==> src/rtl/midi_merge_arb.sv <==
// midi_merge_arb: merges N_CH MIDI byte streams onto one uart_tx.
//
// Each channel has a small byte FIFO filled on the rising edge of its rx_rdy
// level. One FSM pops a byte, hands it to uart_tx and waits for it to go out.
// Without a lock, channels are chosen round-robin. A lock keeps the transmitter
// on one channel until the current MIDI message is complete, so messages from
// different inputs are never interleaved.
//
// Ports
//   clk, rst   : system clock, synchronous active-high reset
//   rx_dat     : received bytes, channel k on [8k+7:8k]
//   rx_rdy     : per-channel data-ready level; a byte is taken on each 0->1 edge
//   tx_busy    : uart_tx busy
//   tx_strobe  : one-cycle load pulse to uart_tx
//   tx_data    : byte to send, held from tx_strobe until the next tx_strobe
//   grant      : one-hot owner of the transmitter, zero when nobody owns it
//   ovf        : sticky per-channel FIFO overflow flag
//   ovf_clr    : per-bit clear of ovf (an overflow in the same cycle wins)
//   fsm_state  : debug view of the arbiter FSM (0 IDLE, 1 ISSUE, 2 WAIT_ACK, 3 WAIT_DONE)
//
// Handshake: the receive side is edge-triggered. A byte is accepted when rx_rdy
// rises, and there is no back-pressure, so a full FIFO drops it and flags ovf.
// The transmit side is strobe/busy. tx_strobe is raised only while tx_busy is
// low. Once it is raised, the byte is considered handed over when tx_busy rises
// and falls again, or when tx_busy never rises within ACK_TMO cycles.
module midi_merge_arb #(
  parameter int N_CH       = 4,
  parameter int FIFO_DEPTH = 4,
  parameter int LOCK_TMO   = 1024,
  parameter int ACK_TMO    = 4
) (
  input  logic              clk,
  input  logic              rst,
  input  logic [8*N_CH-1:0] rx_dat,
  input  logic [N_CH-1:0]   rx_rdy,
  input  logic              tx_busy,
  output logic              tx_strobe,
  output logic [7:0]        tx_data,
  output logic [N_CH-1:0]   grant,
  output logic [N_CH-1:0]   ovf,
  input  logic [N_CH-1:0]   ovf_clr,
  output logic [1:0]        fsm_state
);

  localparam int AW  = (FIFO_DEPTH > 1) ? $clog2(FIFO_DEPTH) : 1;
  localparam int CW  = (N_CH > 1) ? $clog2(N_CH) : 1;
  localparam int LTW = $clog2(LOCK_TMO + 1);
  localparam int ATW = $clog2(ACK_TMO + 1);

  typedef enum logic [1:0] {
    S_IDLE      = 2'd0,
    S_ISSUE     = 2'd1,
    S_WAIT_ACK  = 2'd2,
    S_WAIT_DONE = 2'd3
  } state_t;

  state_t state;

  // Per-channel FIFOs
  logic [7:0]    mem    [N_CH][FIFO_DEPTH];
  logic [AW-1:0] wr_ptr [N_CH];
  logic [AW-1:0] rd_ptr [N_CH];
  logic [AW:0]   cnt    [N_CH];
  logic [7:0]    head   [N_CH];

  logic [N_CH-1:0] rdy_q, cap, push, drop, pop, empty, full;

  // Arbiter state
  logic [CW-1:0]  cur_ch, rr_ptr, lock_ch, sel_ch;
  logic           sel_vld;
  logic [1:0]     lock_cnt;
  logic           sysex;
  logic           lock_act;
  logic [LTW-1:0] lock_tmr;
  logic [ATW-1:0] ack_cnt;
  logic [7:0]     pop_byte;

  // Number of data bytes that follow a status byte.
  function automatic logic [1:0] data_len(input logic [7:0] b);
    casez (b)
      8'b1000_????, 8'b1001_????, 8'b1010_????, 8'b1011_????,
      8'b1110_????, 8'hF2:                                    data_len = 2'd2;
      8'b1100_????, 8'b1101_????, 8'hF1, 8'hF3:               data_len = 2'd1;
      default:                                                data_len = 2'd0;
    endcase
  endfunction

  assign cap      = rx_rdy & ~rdy_q;
  assign lock_act = sysex | (lock_cnt != 2'd0);

  always_comb begin
    for (int k = 0; k < N_CH; k++) begin
      empty[k] = (cnt[k] == '0);
      full[k]  = (cnt[k] == (AW+1)'(FIFO_DEPTH));
      head[k]  = mem[k][rd_ptr[k]];
      // A pop in the same cycle frees a slot, so even a full FIFO accepts.
      push[k]  = cap[k] & (~full[k] | pop[k]);
      drop[k]  = cap[k] & full[k] & ~pop[k];
    end
  end

  // Channel selection. A lock pins the choice to its owner. Otherwise the
  // search starts at rr_ptr, and the loop runs backwards so that the nearest
  // non-empty channel is the one left in sel_ch.
  always_comb begin
    int j;
    j       = 0;
    sel_vld = 1'b0;
    sel_ch  = '0;
    if (lock_act) begin
      sel_vld = ~empty[lock_ch];
      sel_ch  = lock_ch;
    end else begin
      for (int i = N_CH - 1; i >= 0; i--) begin
        j = int'(rr_ptr) + i;
        if (j >= N_CH) j = j - N_CH;
        if (!empty[j]) begin
          sel_vld = 1'b1;
          sel_ch  = CW'(j);
        end
      end
    end
  end

  assign pop_byte = head[sel_ch];

  always_comb begin
    for (int k = 0; k < N_CH; k++)
      pop[k] = (state == S_IDLE) && !tx_busy && sel_vld && (sel_ch == CW'(k));
  end

  // FIFO storage needs no reset. The pointers and counts decide what is valid.
  always_ff @(posedge clk) begin
    for (int k = 0; k < N_CH; k++)
      if (push[k]) mem[k][wr_ptr[k]] <= rx_dat[8*k +: 8];
  end

  always_ff @(posedge clk) begin
    if (rst) begin
      rdy_q <= '0;
      ovf   <= '0;
      for (int k = 0; k < N_CH; k++) begin
        wr_ptr[k] <= '0;
        rd_ptr[k] <= '0;
        cnt[k]    <= '0;
      end
    end else begin
      rdy_q <= rx_rdy;
      for (int k = 0; k < N_CH; k++) begin
        if (push[k]) wr_ptr[k] <= wr_ptr[k] + 1'b1;
        if (pop[k])  rd_ptr[k] <= rd_ptr[k] + 1'b1;
        case ({push[k], pop[k]})
          2'b10:   cnt[k] <= cnt[k] + 1'b1;
          2'b01:   cnt[k] <= cnt[k] - 1'b1;
          default: cnt[k] <= cnt[k];
        endcase
        if (drop[k])         ovf[k] <= 1'b1;
        else if (ovf_clr[k]) ovf[k] <= 1'b0;
      end
    end
  end

  // Arbiter FSM
  always_ff @(posedge clk) begin
    if (rst) begin
      state     <= S_IDLE;
      tx_strobe <= 1'b0;
      tx_data   <= 8'h00;
      cur_ch    <= '0;
      rr_ptr    <= '0;
      lock_ch   <= '0;
      lock_cnt  <= 2'd0;
      sysex     <= 1'b0;
      lock_tmr  <= '0;
      ack_cnt   <= '0;
    end else begin
      tx_strobe <= 1'b0;

      // A SysEx lock gives up after LOCK_TMO cycles in a row with the owner's
      // FIFO empty. That condition cannot hold while the owner is being
      // popped, so it never competes with the lock update below.
      if (sysex && empty[lock_ch]) begin
        if (lock_tmr == LTW'(LOCK_TMO - 1)) begin
          sysex    <= 1'b0;
          lock_tmr <= '0;
        end else begin
          lock_tmr <= lock_tmr + 1'b1;
        end
      end else begin
        lock_tmr <= '0;
      end

      case (state)
        S_IDLE: begin
          if (!tx_busy && sel_vld) begin
            tx_data <= pop_byte;
            cur_ch  <= sel_ch;
            rr_ptr  <= (sel_ch == CW'(N_CH - 1)) ? '0 : sel_ch + 1'b1;
            state   <= S_ISSUE;
            if (pop_byte >= 8'hF8) begin
              // Real-time byte: passes through and leaves any lock as it is.
            end else if (pop_byte[7]) begin
              // A status byte starts a new message and replaces any lock.
              // F7 ends SysEx through the default length of zero.
              lock_ch  <= sel_ch;
              lock_tmr <= '0;
              sysex    <= (pop_byte == 8'hF0);
              lock_cnt <= data_len(pop_byte);
            end else if (lock_cnt != 2'd0) begin
              lock_cnt <= lock_cnt - 2'd1;
            end
          end
        end
        S_ISSUE: begin
          tx_strobe <= 1'b1;
          ack_cnt   <= '0;
          state     <= S_WAIT_ACK;
        end
        S_WAIT_ACK: begin
          if (tx_busy)                             state   <= S_WAIT_DONE;
          else if (ack_cnt == ATW'(ACK_TMO - 1))   state   <= S_IDLE;
          else                                     ack_cnt <= ack_cnt + 1'b1;
        end
        S_WAIT_DONE: begin
          if (!tx_busy) state <= S_IDLE;
        end
        default: state <= S_IDLE;
      endcase
    end
  end

  // While a byte is in flight, its channel owns the transmitter. In IDLE only
  // a live lock keeps a grant asserted.
  always_comb begin
    grant = '0;
    if (state != S_IDLE) grant[cur_ch]  = 1'b1;
    else if (lock_act)   grant[lock_ch] = 1'b1;
  end

  assign fsm_state = state;

endmodule

==> config.mk <==
export PLATFORM = sky130hd
export DESIGN_NAME = midi_merge_arb
export DESIGN_NICKNAME = d
export VERILOG_FILES = /design/src/rtl/midi_merge_arb.sv
export SDC_FILE = /design/constraint.sdc
export NUM_CORES = 1
export LEC_CHECK = 0
export ABC_AREA = 1
export CORE_ASPECT_RATIO = 0.5
export CORE_MARGIN = 10
export CORE_UTILIZATION = 40
export CTS_BUF_LIST = sky130_fd_sc_hd__clkbuf_8
export DETAILED_ROUTE_END_ITERATION = 6
export GPL_ROUTABILITY_DRIVEN = 0
export SLEW_MARGIN = 40
export SYNTH_ARGS = -nofsm -noshare
export SYNTH_HDL_FRONTEND = slang
export SYNTH_SLANG_ARGS = --single-unit
==> constraint.sdc <==
create_clock -name clk -period 5.9 [get_ports clk]
set_input_delay 1.18 -clock clk [delete_from_list [all_inputs] [get_ports clk]]
set_output_delay 1.18 -clock clk [all_outputs]
set_load 0.01 [all_outputs]
Yosys cells after proc, flatten, opt, wreduce, memory -nomap -nowiden
Memory sizes are Yosys's and may differ from the RTL's.
Cells that the tools add are included.
{"block": "classes", "add_sub_neg": 27, "mul": 0, "div": 0, "magnitude_cmp": 26, "eq_ne": 36, "n_shift": 0, "muxes": 180, "bitwise_logic": 58, "reduce_logical": 40}
{"op": "2-to-1 mux 32 bit", "count": 12}
{"op": "less-than comparator 32 x 4 -> 1 bit, second input constant", "count": 4}
{"op": "2-to-1 mux 8 bit", "count": 14}
{"op": "2-to-1 mux 1 bit", "count": 93}
{"op": "binary-select mux 8 bit (select 2 bit)", "count": 5}
{"op": "2-to-1 mux 11 bit", "count": 6}
{"op": "demux 8 bit (select 2 bit)", "count": 4}
{"op": "2-to-1 mux 3 bit", "count": 14}
{"op": "2-to-1 mux 2 bit", "count": 20}
{"op": ">= comparator 3 bit, second input constant", "count": 12}
{"op": "equality test 8 bit, second input constant", "count": 4}
{"op": "equality test 4 bit, second input constant", "count": 7}
{"op": "inverter 2 -> 3 bit", "count": 9}
{"op": "bitwise OR 1 bit", "count": 25}
{"op": "adder 2 x 1 -> 2 bit, second input constant", "count": 9}
{"op": "equality test 2 bit, second input constant", "count": 8}
{"op": "nonzero test 2 bit", "count": 8}
{"op": "adder 3 x 1 -> 3 bit, second input constant", "count": 5}
{"op": "logical AND 1 bit", "count": 14}
{"op": "bitwise AND 1 bit", "count": 12}
{"op": "equality test 2 x 1 -> 1 bit, second input constant", "count": 6}
{"op": "equality test 3 bit, second input constant", "count": 4}
{"op": "zero test 3 bit", "count": 4}
{"op": "less-than comparator 3 x 1 -> 1 bit, second input constant", "count": 4}
{"op": "33 further kinds", "count": 64}
{"block": "word_totals", "ff_bits": 42, "latchBits": 0, "ramBits": 156, "romBits": 0, "inputBits": 43, "output_inout_bits": 19, "elab_cells": 386, "n_memories": 4}
{"name": "mem", "words": 4, "word_bits": 32, "rd": 4, "rd_clocked_by_memory_dff": 0, "write_ports": 4, "line_no": "60", "source": "logic [7:0] mem [N_CH][FIFO_DEPTH];"}
{"name": "cnt", "words": 4, "word_bits": 3, "rd": 4, "rd_clocked_by_memory_dff": 0, "write_ports": 4, "line_no": "63", "source": "logic [AW:0] cnt [N_CH];"}
{"name": "rd_ptr", "words": 4, "word_bits": 2, "rd": 4, "rd_clocked_by_memory_dff": 0, "write_ports": 4, "line_no": "62", "source": "logic [AW-1:0] rd_ptr [N_CH];"}
{"name": "wr_ptr", "words": 4, "word_bits": 2, "rd": 4, "rd_clocked_by_memory_dff": 0, "write_ports": 4, "line_no": "61", "source": "logic [AW-1:0] wr_ptr [N_CH];"}

Logic depth before layout (Yosys ltp)
Gate-level depths: netlist of the first run.
{"block": "depth", "ltp_word": 23, "depth_mapped": 26}

Least setup slack after synthesis of the first run
OpenSTA, ideal clock, no wires.
{"block": "synth_path", "path_type": "reg-to-reg", "start": "mem cnt[3][0] (netlist bit)", "end": "mem cnt[0][2] (netlist bit), data pin", "arrival_time_ps": 3399, "required_ps": 5754, "slack_ps": 2355, "stages_incl_launch_ff": 23, "path_buffers": 1, "synth_period_minus_slack_ps": 3545, "cell_sequence": "edfxtp_1 inv_1 ha_1 inv_1 nor2_2 nand2_1 nand3_1 nand2_1 a21oi_1 nand2_1 nand3_4 nand2_4 buf_6 ha_1 nand2_1 nand3_1 nand2_2 ha_1 nand2_1 fa_1 xor2_1 or2_2 a21oi_1"}
{"item": "from (decl)", "line_no": "63"}

==> metrics.csv, run 1 <==
metric,value,unit
outcome,"finished, final reports clean",
die_h,127.2,µm
drt.antenna.violating_nets,0,
post-route-min-period,4.251,ns
fillers,2105,
worstMarginPinSlew,0.8027,ns
synth_compound_area_share,9.655,%
cts_made_buffers,17,
yosysMostFrequentCell,edfxtp_1,
p_leak,0.003965,µW
ir_worst_vdd,0.1896,mV
core-area,0.02269,mm²
whs_path_depth,2,
dp_hpwl,14160,µm
ys_top_cells_by_area,"edfxtp_1, dfxtp_1, nor2_1, nand2_1, ha_1",
r2r_start,cnt[3][0]$_DFFE_PP_,
cts_root_buf,clkbuf_8,
synthesis.area,0.009188,mm²
diodes,0,
drt-total-wl,19830,µm
arrival,4.58,ns
yosysWarnings,0,
synthSimpleGateAreaFrac,17.10,%
rsz0062_at_grt,no,
drive_above_1_share,7.461,%
num_rows,39,
regArea,0.005525,mm²
hp-start,lock_tmr[10]$_SDFF_PP0_,
finalCritPeriodShare,72.05,%
cts_sinks,198,
cp_slowest_cell,fa_1,
max_freq,235.3,MHz
fp.dieW,234.3,µm
drt-initial-drc-count,465,
insertion_delay,0.48,ns
hold_buffers,0,
hp-class,reg -> reg,
drv_slew,0,
power,4765,µW
ys_seq_elements,198,
ios,62,
vias_per_cell,4.973,
grt_max_degree,38,
postLayoutCellArea,0.01047,mm²
drt_pre_antenna_iters,5,
synth_top_family_by_area,simple AND/OR/NAND/NOR gates,
cts_buffer_depth,2,
ff2ff_path_depth,21,
crit_path_max_incr_delay,0.47,ns
syn_inst,900,
startpoint_type,flip-flop,
finClkSkew,0.01501,ns
fin_setup_tns,0,ns
crit_path_end_kind,flip-flop,
ys_seq_area_share,60.14,%
synthXorXnorAreaFrac,1.430,%
cts_resized,0,
avgSynthCellArea,10.21,µm²
path_clk_slew,0.10,ns
cts_setup_buffers,0,
pre_cts_slack,1.682,ns
setup_ws,1.649,ns
vias,6326,
wl_per_cell,15.59,µm
cts_tree,done,
critPathRequiredTime,6.23,ns
syn_nets,981,
yosysTopAreaCellShare,50.99,%
synth_edf_count,156,
start_util,40.49,%
max-cap-violations,0,
multiInputGateArea,0.003100,mm²
synth_mux_area_share,0,%
gr-total-overflow,0,
drc_errors,0,
crit_path_cell_trace,inv_1 -> ha_1 -> inv_1 -> nor2_2 -> nand2_1 -> nand3_1 -> nand2_1 -> nor4_1 -> a21oi_1 -> nand2_1 -> nor2_2 -> buf_4 -> nand2_1 -> nand3_1 -> nand2_2 -> ha_1 -> nand2_1 -> fa_1 -> xor2_1 -> or2_2 -> a21oi_1,
crit_fanout,27,
cpMostUsedCell,nand2_1,
worstSetupPathType,reg -> reg,
slew_headroom,46.29,%
grt_pass1_wl,32440,µm
synth_common_cells,"edfxtp_1, nor2_1, nand2_1",
finalSetupViolCount,0,
die_area,0.02980,mm²
synth_cell_types,46,
ff2ff_setup_slack,1.65,ns
area_delta_synth_final,13.92,%
postPlaceCellArea,0.01006,mm²
yosys.area.top_type,edfxtp_1,
power_density,455.3,mW/mm²
critPathLaunch,cnt[3][0]$_DFFE_PP_,
synthAdderAreaFrac,5.420,%
htreeDepth,4,
portBuffers,61,
track_usage,13.62,%
synthArstFlopShare,0,%
layout.nets,1033,
hold_viol,0,
synthFlopType,edfxtp_1,
antenna_found_initial,0,
grt_pass1_vias,6375,
==> metal layers <==
metal  track usage, %  wire (µm)  vias to the layer above
li1                 -          -                     3178
met1            17.35       9233                     3072
met2            22.97       9720                       63
met3            3.248        674                       13
met4            3.411        197                        0
met5                0          0                        -
==> flip-flops by register name, summed over array words and instances, names as in the netlist <==
| register | count |
|---|---|
| lock_tmr | 11 |
| cur_ch | 2 |
| rd_ptr | 8 |
| tx_data | 8 |
| tx_strobe | 1 |
| cnt | 12 |
| wr_ptr | 8 |
| mem | 128 |
| ack_cnt | 3 |
| ovf | 4 |
| lock_cnt | 2 |
| sysex | 1 |
| lock_ch | 2 |
| fsm_state | 2 |
| rdy_q | 4 |
| rr_ptr | 2 |
==> power by group <==
group / switching, µW / total, µW / leakage, µW / internal, µW
clock network: 486 / 878 / 0.000203 / 392
registers: 172 / 1890 / 0.00180 / 1720
logic: 1330 / 2000 / 0.00196 / 673
==> stage by stage <==
step           cells  hold WS [ns]  utilization (%)
6_report        1272        0.4490            46.13
5_1_grt         1272        0.4766            46.13
4_1_cts         1272        0.4498            46.08
3_5_place_dp    1240        0.4352            44.33
3_3_place_gp    1240        0.4270            44.32
2_1_floorplan    900        0.4170                -
==> worst max-delay path: cells and delay by family, from the launching register on <==
family,cells,cell delay (ns)
buf+inv,3,0.37
xor+xnor,1,0.16
compound gates,2,0.22
simple gates,12,2.01
fa+ha+maj,3,0.91
flops,1,0.42
==> kinds of logic (layout without fill, tap and decap cells) <==
logic type | after synthesis | count (layout)
and+or+nand+nor | 352 | 352
DFF | 198 | 198
xor gates and xnor gates | 15 | 15
buffers and inverters | 144 | 209
adders and majority gates | 38 | 38
AOI/OAI and AO/OA | 153 | 153
==> layout by cell type (no fill, tap or decap), drive strengths merged, types with 7 or more instances in the layout <==
master / count
edfxtp: 156
nand2: 131
nor2: 128
inv: 119
o21ai: 75
clkdlybuf4s50: 61
nand3: 57
dfxtp: 42
ha: 35
o22ai: 30
a21oi: 26
clkbuf: 18
nor3: 15
nand4: 8
xnor2: 8
xor2: 7
o211ai: 7
==> final timing paths <==
kind                        endpoint
max          cnt[0][2]$_SDFFCE_PN0P_
min          lock_tmr[10]$_SDFF_PP0_
max reg2reg  cnt[0][2]$_SDFFCE_PN0P_
min reg2reg  lock_tmr[10]$_SDFF_PP0_
==> cell type report <==
class	instances	area share [%]
sequential	198	52.79
multi-input combinational	558	29.62
timing repair buffer	64	6.049
inverter	113	4.077
tap	307	3.670
clock buffer	18	2.367
clock inverter	14	1.423
(Power assumes the default switching activity.)
==> inputs of run 2 (changes only) <==
- clock period: 5.9 -> 3.65 ns (I/O delays scaled with it)
==> run 2 against run 1 <==
Compared with the run above: critical path depth is 4 higher; worst setup slack worse by 1.4 ns; critical path type unchanged; register-to-register slack worse by 1.4 ns; final cell count is 3.2% higher; combinational power is 85% higher.
==> metrics.csv, run 2 (same netlist as run 1, synthesis figures left out) <==
metric,value,unit
drc_errors,0,
arrival,3.65,ns
cell_internal_pwr,4845,µW
portBuffers,61,
ios,62,
p_comb_share,45.0,%
path_clk_slew,0.10,ns
drt_pre_antenna_iters,4,
crit_fanout,7,
cts_tree,done,
rsz0062_at_grt,yes,
diodes,0,
gr-total-overflow,0,
die_h,127.2,µm
slew_headroom,61.08,%
num_rows,39,
drt.antenna.violating_nets,0,
clock_power_share,18.1,%
setup_ws,0.2271,ns
postLayoutCellArea,0.01091,mm²
area_delta_synth_final,18.78,%
hold_viol,0,
final_common_cell,edfxtp_1,
insertion_delay,0.47,ns
startpoint_type,flip-flop,
power.switching,3364,µW
critPathRequiredTime,3.88,ns
finalSetupViolCount,0,
drive_above_1_share,13.52,%
cts_made_buffers,17,
worstMarginPinSlew,0.5838,ns
p_leak,0.004199,µW
pwr-share-seq,36.9,%
grt_max_degree,37,
drv_slew,0,
p_sw_share,40.98,%
cts_sinks,198,
max-cap-violations,0,
crit_path_end_kind,flip-flop,
pre_cts_slack,-0.01999,ns
power_density,752.3,mW/mm²
fillers,2066,
vias_per_cell,4.937,
final_cell_mix,"edfxtp_1, nor2_1, nand2_1",
cts_root_buf,clkbuf_8,
track_usage,13.86,%
finalCritPeriodShare,93.78,%
dp_hpwl,14290,µm
grt_pass1_vias,6362,
outcome,"finished, final reports clean",
largest_reg_flops,128,
finClkSkew,0.01077,ns
die_area,0.02980,mm²
postPlaceCellArea,0.01030,mm²
vias,6482,
grt_pass1_wl,32830,µm
max_freq,292.1,MHz
htreeDepth,4,
drt-total-wl,20300,µm
wl_per_cell,15.46,µm
worstSetupPathType,reg -> reg,
ir_worst_vdd,0.3292,mV
hp-class,reg -> reg,
fp.dieW,234.3,µm
antenna_found_initial,0,
drt-initial-drc-count,423,
ff2ff_setup_slack,0.23,ns
start_util,40.49,%
core-area,0.02269,mm²
layout.nets,1074,
cts_buffer_depth,2,
post-route-min-period,3.423,ns
[run 2: cell types whose count changed in the layout (fill, tap and decap cells not counted), moves of 4 or more]
cell	delta
buf_4	+40
nand2_1	-8
nand2_2	+8
nor2_2	-6
nor2_1	+4
[run 2: metal layers]
metal | global-route usage (%) | up-vias | wire length (µm)
met1 | 18.10 | 3106 | 9542
met5 | 0 | - | 0
met3 | 3.270 | 16 | 787
li1 | - | 3254 | -
met4 | 4.123 | 0 | 233
met2 | 22.57 | 106 | 9732
[run 2: path summary, 6_finish.rpt]
path,startpoint,to,cells past startpoint
worst max-delay path,cnt[3][1]$_DFFE_PP_,cnt[1][2]$_SDFFCE_PN0P_,25
worst min-delay path,lock_tmr[10]$_SDFF_PP0_,lock_tmr[10]$_SDFF_PP0_,2
worst max register to register,cnt[3][1]$_DFFE_PP_,cnt[1][2]$_SDFFCE_PN0P_,25
worst min register to register,lock_tmr[10]$_SDFF_PP0_,lock_tmr[10]$_SDFF_PP0_,2
[run 2: per-stage QoR]
step           utilization, %  setup TNS, ns  instances  total power [µW]  hold WS, ns
2_1_floorplan               -              0        900              5445       0.4170
3_3_place_gp            45.38              0       1272              6448       0.4246
3_5_place_dp            45.38       -0.03430       1272              6508       0.4476
4_1_cts                 47.26              0       1306              8006       0.4711
5_1_grt                 48.09        -0.4553       1313              8855       0.5032
6_report                48.09              0       1313              8210       0.4685
[run 2: cell type report]
class / count / area [µm²] / share of cell area, %
repair buffers: 105 / 944.7 / 8.656
flip-flops and latches: 198 / 5527 / 50.64
clock buffers: 17 / 234.0 / 2.144
clock inverters: 15 / 176.4 / 1.617
well taps: 307 / 384.1 / 3.520
inverters: 113 / 426.7 / 3.910
multi-input cells: 558 / 3221 / 29.51
[run 2: critical path, stage by stage (launching register included)]
cell and delay, ns:
edfxtp_1 0.42, inv_2 0.08, ha_2 0.19, inv_1 0.07, nor2_4 0.12, nand2_2 0.08, nand3_2 0.10, nand2_2 0.08
nand2_1 0.08, nand2_1 0.06, nand2_2 0.07, nand3_4 0.09, nand2_8 0.11, inv_1 0.06, ha_1 0.18, nand2_2 0.10
nand3_1 0.09, nand2_2 0.09, ha_1 0.14, inv_1 0.06, nor2_2 0.14, inv_1 0.07, fa_2 0.35, xnor2_2 0.15
o21ai_1 0.12, a21oi_1 0.05
[run 2: repair_timing]
action | 4_1_cts | 5_1_grt
pin swaps | 0 | 6
hold buffers | 0 | 0
resized for setup | 0 | 37
endpoints found under the setup margin | 5 | 20
hold endpoints to repair | 0 | 0
buffers inserted | 2 | 7
[run 2: power groups by stage]
stage | Combinational (µW) | Sequential [µW] | Clock [µW]
2_1_floorplan | 2470 | 2980 | 0
4_1_cts | 3470 | 3020 | 1510
3_5_place_dp | 3430 | 3070 | 0
3_3_place_gp | 3380 | 3060 | 0
6_report | 3700 | 3030 | 1480
5_1_grt | 4180 | 3070 | 1600
